===== src/rtl/demux_sel_sequencer.sv =====
// Upstream feeder for the 1:4 demux: accepts single-bit beats, picks a lane (round-robin or explicit), drives I/s.
// Optional macro SEQ_TIMEOUT_EN: drop a beat whose lane stays not-ready for 16 consecutive WAIT cycles.
module demux_sel_sequencer #(
    parameter int unsigned SEL_W    = 2,
    parameter int unsigned HOLD_CYC = 1
) (
    input  logic                      clk,
    input  logic                      rst,
    input  logic                      in_valid,
    output logic                      in_ready,
    input  logic                      in_bit,
    input  logic [SEL_W-1:0]          in_addr,
    input  logic                      addr_mode,
    input  logic [(1<<SEL_W)-1:0]     lane_mask,
    input  logic [(1<<SEL_W)-1:0]     lane_ready,
    output logic                      dmx_i,
    output logic [SEL_W-1:0]          dmx_s,
    output logic                      dmx_stb,
    output logic                      busy,
    output logic                      err_drop,
    output logic [7:0]                beat_cnt
);
    localparam int unsigned NLANE     = 1 << SEL_W;
    localparam logic [1:0]  S_IDLE    = 2'd0;
    localparam logic [1:0]  S_WAIT    = 2'd1;
    localparam logic [1:0]  S_DRIVE   = 2'd2;
    localparam logic [3:0]  HOLD_LAST = 4'(HOLD_CYC - 1);

    logic [1:0]       state, state_d;
    logic [SEL_W-1:0] target, target_d;
    logic [SEL_W-1:0] rr_ptr, rr_ptr_d;
    logic             bit_q, bit_d;
    logic             mode_q, mode_d;
    logic [3:0]       hold_cnt, hold_cnt_d;
    logic [7:0]       beat_cnt_d;
    logic             err_d;
    logic             rr_found;
    logic [SEL_W-1:0] rr_pick;
    logic [SEL_W-1:0] idx;
`ifdef SEQ_TIMEOUT_EN
    logic [3:0]       to_cnt, to_cnt_d;
`endif

    // First enabled lane at or after rr_ptr; descending scan so the smallest offset wins.
    always_comb begin
        rr_found = 1'b0;
        rr_pick  = rr_ptr;
        idx      = rr_ptr;
        for (int i = NLANE - 1; i >= 0; i--) begin
            idx = rr_ptr + SEL_W'(i);
            if (lane_mask[idx]) begin
                rr_found = 1'b1;
                rr_pick  = idx;
            end
        end
    end

    always_comb begin
        state_d    = state;
        target_d   = target;
        rr_ptr_d   = rr_ptr;
        bit_d      = bit_q;
        mode_d     = mode_q;
        hold_cnt_d = hold_cnt;
        beat_cnt_d = beat_cnt;
        err_d      = 1'b0;
`ifdef SEQ_TIMEOUT_EN
        to_cnt_d   = to_cnt;
`endif
        case (state)
            S_IDLE: begin
                if (in_valid && in_ready) begin
                    if (addr_mode ? lane_mask[in_addr] : rr_found) begin
                        state_d  = S_WAIT;
                        target_d = addr_mode ? in_addr : rr_pick;
                        bit_d    = in_bit;
                        mode_d   = addr_mode;
`ifdef SEQ_TIMEOUT_EN
                        to_cnt_d = 4'd0;
`endif
                    end else begin
                        err_d = 1'b1;
                    end
                end
            end
            S_WAIT: begin
                if (lane_ready[target]) begin
                    state_d    = S_DRIVE;
                    hold_cnt_d = 4'd0;
                end
`ifdef SEQ_TIMEOUT_EN
                else if (to_cnt == 4'hF) begin
                    // Dead lane: discard, and let round-robin move past it.
                    state_d = S_IDLE;
                    err_d   = 1'b1;
                    if (!mode_q) rr_ptr_d = target + SEL_W'(1);
                end else begin
                    to_cnt_d = to_cnt + 4'd1;
                end
`endif
            end
            S_DRIVE: begin
                if (hold_cnt == HOLD_LAST) begin
                    state_d    = S_IDLE;
                    beat_cnt_d = (beat_cnt == 8'hFF) ? beat_cnt : beat_cnt + 8'd1;
                    if (!mode_q) rr_ptr_d = target + SEL_W'(1);
                end else begin
                    hold_cnt_d = hold_cnt + 4'd1;
                end
            end
            default: state_d = S_IDLE;
        endcase
    end

    always_ff @(posedge clk) begin
        if (rst) begin
            state    <= S_IDLE;
            target   <= '0;
            rr_ptr   <= '0;
            bit_q    <= 1'b0;
            mode_q   <= 1'b0;
            hold_cnt <= 4'd0;
            beat_cnt <= 8'd0;
            err_drop <= 1'b0;
            in_ready <= 1'b0;
            busy     <= 1'b0;
            dmx_i    <= 1'b0;
            dmx_s    <= '0;
            dmx_stb  <= 1'b0;
        end else begin
            state    <= state_d;
            target   <= target_d;
            rr_ptr   <= rr_ptr_d;
            bit_q    <= bit_d;
            mode_q   <= mode_d;
            hold_cnt <= hold_cnt_d;
            beat_cnt <= beat_cnt_d;
            err_drop <= err_d;
            in_ready <= (state_d == S_IDLE) && (addr_mode || (|lane_mask));
            busy     <= (state_d != S_IDLE);
            dmx_i    <= (state_d == S_DRIVE) && bit_d;
            dmx_s    <= (state_d != S_IDLE) ? target_d : dmx_s;
            dmx_stb  <= (state_d == S_DRIVE);
        end
    end

`ifdef SEQ_TIMEOUT_EN
    always_ff @(posedge clk) begin
        if (rst) to_cnt <= 4'd0;
        else     to_cnt <= to_cnt_d;
    end
`endif

endmodule


===== config.mk =====
export PLATFORM = sky130hd
export DESIGN_NAME = demux_sel_sequencer
export DESIGN_NICKNAME = d
export VERILOG_FILES = /design/src/rtl/demux_sel_sequencer.sv
export SDC_FILE = /design/constraint.sdc
export NUM_CORES = 1
export LEC_CHECK = 0
export ABC_CLOCK_PERIOD_IN_PS = 3000
export CORE_MARGIN = 10
export CORE_UTILIZATION = 43
export DETAILED_ROUTE_END_ITERATION = 7
export PLACE_DENSITY = 0.7
export SYNTH_ARGS = -nofsm -noshare
export SYNTH_HDL_FRONTEND = slang
export SYNTH_SLANG_ARGS = --single-unit

===== constraint.sdc =====
create_clock -name clk -period 3 [get_ports clk]
set_input_delay 0.3 -clock clk [delete_from_list [all_inputs] [get_ports clk]]
set_output_delay 0.3 -clock clk [all_outputs]
set_load 0.01 [all_outputs]

==> metrics, run 1 <==
status completed; Max Buffers Root-to-Sink 2; leading cell type in the layout, fill and taps excluded clkdlybuf4s50_1; worst skew pair latency 0.32 ns; area growth from synthesis to final layout 25.8%; Synth Register Bits 27; Hold Buf Count CTS 0; Post-synth ARST share 0; fmax 502 MHz; Net Count, Synth 163; Die Height 75.1 um; initial antenna violation count 0; Register Area 541 um2; Syn Area/Cell 9.01 um2; critical path class reg2reg; Reg-to-Reg End dmx_s[1]$_SDFFE_PP0P_; Peak VDD IR 0.164 mV; setup ws final 1.01 ns; DRT antenna net count 0; Highest Signal Layer met4; Critical Path Source Type register; Post-Syn Instances 145; Post-synth EDFFs 0; # diodes 0; Hold/Removal Path Class reg2reg; num ports 30; top_reg_cell synth dfxtp_1; Multi-input gate area 728 um2; Cell Pwr Density 381 nW/um2; Hold Startpoint dmx_s[0]$_SDFFE_PP0P_; Worst Path Max Fanout 5; fillcell total 262; cells resized by post-CTS repair 0; register area share after synthesis 0.414; library cells used by synthesis 40; max cap viols 0; Tcrit/Tclk final 0.664; hold depth 2; placement row count 19; share of cells above drive strength 1 0.0747; worst reg-to-reg setup slack 1.01 ns; Slew HR 0.359; routed length on met2 1360 um; R2R cell count 7; port buffer count 29; Worst EP arrival 2.17 ns; number of synthesis warnings 0; total power 626 uW; setup bufs post-CTS 0; H-tree levels 1; CTS Buf Count 3; Final Hold Viols 0; area leader, netlist dfxtp_1; Max Clock Skew 0.00885 ns; drt total wl 2970 um; TritonCTS clock tree done; DIE WIDTH 75.1 um; DRC 0; Synth top area share 0.414; Avg WL per Cell 14.5 um; via count 1135; gpl congestion 0.748; R2R Path Start hold_cnt[0]$_SDFFE_PP0P_; Req. time, crit path 3.17 ns; largest cells by area after synthesis dfxtp_1 (41%), nor2_1 (5.5%), xnor2_1 (5.4%); Met3 Routed Length 325 um; largest net degree at the start of global routing 28; clk root buf clkbuf_4; clock sinks 27; pre-CTS WS 0.873 ns; M1 WL 1270 um; Pre-antenna DRT Iters 5; max-slew violation count 0; DR vias/cell 5.54; Leakage 0.554 nW; DP Wirelength 2260 um; # nets final 193; number of global-route vias before repair 1077; initial DRC count 68; final worst path period need 1.99 ns; core area 2830 um2; first-pass GRT wire length 4910 um; Worst Hold End dmx_s[0]$_SDFFE_PP0P_; grt ovf 0; RSZ-0062 raised after global routing false; Syn Std Cell Area 1310 um2; CTS clk-pin slew, worst paths 0.15 ns; most frequent cells in the layout clkdlybuf4s50_1 (29), dfxtp_1 (27), nor2_1 (19); Setup-failing EPs final 0; gr usage total 0.108; Starting Density 0.462; Setup crit end kind register; Setup TNS 0 ns; worst slew pin tran 0.958 ns; Die ar. 5640 um2
## metal layers
layer  global-route usage  vias up
li1                     -      568
met3               0.0420        2
met5                    0        -
met2                0.173       37
met4               0.0315        0
met1                0.131      528
## state kept, by name, summed over array words and instances, names as in the netlist, 2 cells and up
name	count
beat_cnt	8
hold_cnt	4
dmx_s	2
target	2
rr_ptr	2
state	2
## critical path, cell delays in order (launching register included)
cell	delay, ns
dfxtp_1	0.38
inv_1	0.07
ha_1	0.17
or3b_2	0.50
a21oi_4	0.23
mux2_2	0.35
nand2_1	0.07
a21oi_1	0.07
## cell families after synthesis
| logic type | after synthesis | synth area share |
|---|---|---|
| multiplexers | 6 | 0.0661 |
| AND/OR/NAND/NOR | 65 | 0.264 |
| adder cells (fa/ha/maj) | 3 | 0.0287 |
| XOR/XNOR | 10 | 0.0671 |
| buffers and inverters | 8 | 0.0287 |
| flip-flops | 27 | 0.414 |
| AO/OA/AOI/OAI | 26 | 0.131 |
## where the power goes
group	switching [mW]	total, mW	leakage, nW	internal (mW)
logic	0.0417	0.0918	0.321	0.0501
clock network	0.107	0.158	0.0139	0.0509
registers	0.00754	0.376	0.219	0.369
total	0.156	0.626	0.554	0.470
## cells in the mapped netlist (2+ instances only)
master    number
a211oi_1       3
a21boi_0       2
a21oi_1       10
and2_1         2
clkbuf_1       2
dfxtp_1       27
ha_1           3
inv_1          4
mux2i_1        3
mux4_2         2
nand2_1       12
nand2b_1       2
nand3_1        3
nand4_1        2
nor2_1        19
nor2b_1        4
nor3_1         8
nor4_1         3
o21ai_0        4
o22ai_1        2
xnor2_1        8
xor2_1         2
## metrics by stage
stage	instance area [um2]	hold slack (ns)	utilization	std cells
after global placement	1610	0.453	0.570	201
after floorplan	1310	0.436	-	145
after CTS	1640	0.478	0.581	205
final	1640	0.474	0.581	205
after global routing	1640	0.521	0.581	205
after detailed placement	1610	0.461	0.570	201
## how the worst max path moves through the flow
stage	from	to	slack, ns	cells after the start
after floorplan	hold_cnt[0]$_SDFFE_PP0P_	dmx_s[1]$_SDFFE_PP0P_	1.21	7
after global placement	in_addr[1]	dmx_i$_SDFF_PP0_	0.93	6
after detailed placement	in_addr[1]	dmx_i$_SDFF_PP0_	0.87	6
after CTS	hold_cnt[0]$_SDFFE_PP0P_	dmx_s[1]$_SDFFE_PP0P_	1.02	7
after global routing	beat_cnt[0]$_SDFFE_PP0P_	beat_cnt[6]$_SDFFE_PP0P_	0.87	6
final	hold_cnt[0]$_SDFFE_PP0P_	dmx_s[1]$_SDFFE_PP0P_	1.01	7
## final cells by class
type | count | share of cell area
Clock buffer | 3 | 0.0137
Clock inverter | 1 | 0.00457
Inverter | 4 | 0.00914
Multi-Input combinational cell | 110 | 0.443
Sequential cell | 27 | 0.329
Tap cell | 31 | 0.0236
Timing Repair Buffer | 29 | 0.177
(Power assumes the default switching activity.)
==> run 2: changes to the inputs <==
--- a/config.mk
+++ b/config.mk
@@ -5,7 +5,7 @@
 export SDC_FILE = /design/constraint.sdc
 export NUM_CORES = 1
 export LEC_CHECK = 0
-export ABC_CLOCK_PERIOD_IN_PS = 3000
+export ABC_CLOCK_PERIOD_IN_PS = 2000
 export CORE_MARGIN = 10
 export CORE_UTILIZATION = 43
 export DETAILED_ROUTE_END_ITERATION = 7
==> constraint.sdc (replaced) <==
create_clock -name clk -period 2 [get_ports clk]
set_input_delay 0.2 -clock clk [delete_from_list [all_inputs] [get_ports clk]]
set_output_delay 0.2 -clock clk [all_outputs]
set_load 0.01 [all_outputs]
==> run 2 against run 1 <==
Global-route usage up 0.72 points; core utilization rose by 2.0 points; clock-buffer cell count up 1; combinational power up 60%; design area grew 3.4%; non-clock buffer count grew 8; maximum frequency up 5.2%; critical endpoint unchanged.
==> metrics, run 2 (synthesized netlist as in run 1, its figures left out) <==
status completed; RSZ-0062 raised after global routing false; Avg WL per Cell 14.5 um (+0.40%); initial DRC count 83 (+22%); Die Height 75.1 um (unchanged); final worst path period need 1.89 ns (-0.0986 ns); clk root buf clkbuf_4; TritonCTS clock tree done; Setup-failing EPs final 0 (unchanged); number of global-route vias before repair 1190 (+10%); Die ar. 5640 um2 (unchanged); Tcrit/Tclk final 0.947 (+0.283); H-tree levels 1 (unchanged); post-layout util 0.601 (+0.0199); Hold Buf Count CTS 0 (unchanged); DRT antenna net count 0 (unchanged); Min Hold Slack 0.478 ns (+0.00314 ns); fillcell total 259 (-1.1%); post-route non-filler standard cell count 213 (+3.9%); gpl congestion 0.801 (+7.1%); DP Wirelength 2460 um (+9.2%); CTS Buf Count 3 (unchanged); Peak VDD IR 0.299 mV (+82%); DRC 0 (unchanged); Setup crit end kind register; cells resized by post-CTS repair 0 (unchanged); leading cell type in the layout, fill and taps excluded clkdlybuf4s50_1; Max Buffers Root-to-Sink 2 (unchanged); area growth from synthesis to final layout 30.1%; setup ws final 0.106 ns (-0.901 ns); Final Hold Viols 0 (unchanged); first-pass GRT wire length 5210 um (+6.2%); DIE WIDTH 75.1 um (unchanged); total power 945 uW (+51%); Hold/Removal Path Class reg2reg; Top Registers beat_cnt: 8 flops, hold_cnt: 4 flops; placement row count 19 (unchanged); Cell Pwr Density 556 nW/um2 (+46%); largest net degree at the start of global routing 15 (-46%); Worst Path Max Fanout 5 (unchanged); initial antenna violation count 0 (unchanged); max cap viols 0 (unchanged); Starting Density 0.462 (unchanged); Leakage 0.594 nW (+7.3%); drt total wl 3090 um (+4.3%); most frequent cells in the layout clkdlybuf4s50_1 (29), dfxtp_1 (27), nor2_1 (19); share of cells above drive strength 1 0.110 (+0.0352); gr usage total 0.115 (+0.00723); Slew HR 0.641 (+0.281); # diodes 0 (unchanged); max reg flops 8 (unchanged); dpl cell area 1670 um2 (+3.7%); pre-CTS WS 0.0664 ns (-0.807 ns); Pre-antenna DRT Iters 4 (-1); clock sinks 27 (unchanged); Setup TNS 0 ns (unchanged); DR vias/cell 5.43 (-1.9%); port buffer count 29 (unchanged); register with the most flip-flops beat_cnt; worst slew pin tran 0.537 ns (-0.421 ns); num ports 30 (unchanged); Worst EP arrival 2.09 ns (-0.08 ns); # nets final 201 (+4.1%); grt ovf 0 (unchanged); CTS clk-pin slew, worst paths 0.14 ns (about the same); worst skew pair latency 0.32 ns (about the same); Req. time, crit path 2.20 ns (-0.97 ns); critical path class reg2reg; via count 1157 (+1.9%); setup bufs post-CTS 0 (unchanged); Cells after DPL 209 (+4.0%); Critical Path Source Type register; core area 2830 um2 (unchanged); cell area after layout 1700 um2 (+3.4%); fmax 528 MHz (+5.2%); max-slew violation count 0 (unchanged); Max Clock Skew 0.00308 ns (-0.00577 ns)
## run 2: where the power goes
group	switching (mW)	internal [mW]
combinational	0.0636	0.0838
sequential	0.0110	0.553
clock	0.155	0.0780
## run 2: worst max-delay path: stages, from the launching register on
cell	delay [ns]
dfxtp_1	0.37
inv_1	0.07
ha_1	0.17
or3b_2	0.50
a21oi_4	0.19
mux2_2	0.35
nand2_1	0.06
a21oi_1	0.06
## run 2: path summary, 6_finish.rpt
check	start	end	slack, ns	cells past startpoint
max	hold_cnt[0]$_SDFFE_PP0P_	dmx_s[1]$_SDFFE_PP0P_	0.11	7
min	mode_q$_SDFFE_PP0P_	mode_q$_SDFFE_PP0P_	0.48	2
min reg2reg	mode_q$_SDFFE_PP0P_	mode_q$_SDFFE_PP0P_	0.48	2
max reg2reg	hold_cnt[0]$_SDFFE_PP0P_	dmx_s[1]$_SDFFE_PP0P_	0.11	7
## run 2: layer usage
| layer | share of wire | global-route usage |
|---|---|---|
| met2 | 0.48 | 0.195 |
| met5 | 0 | 0 |
| met3 | 0.082 | 0.0434 |
| met1 | 0.43 | 0.130 |
| met4 | 0.0045 | 0.0399 |
## run 2: final cells by class
type,count,area (um2),area share
Clock buffer,4,26.3,0.0155
Inverter,4,15.0,0.00884
Multi-Input combinational cell,110,728,0.429
Sequential cell,27,541,0.318
Tap cell,31,38.8,0.0228
Timing Repair Buffer,37,350,0.206
==> run 3: changes to the inputs <==
--- a/config.mk
+++ b/config.mk
@@ -13,3 +13,4 @@
 export SYNTH_ARGS = -nofsm -noshare
 export SYNTH_HDL_FRONTEND = slang
 export SYNTH_SLANG_ARGS = --single-unit
+export TNS_END_PERCENT = 10
==> results of run 3 <==
The final DEF is identical to that of run 2; final timing and power are the same.
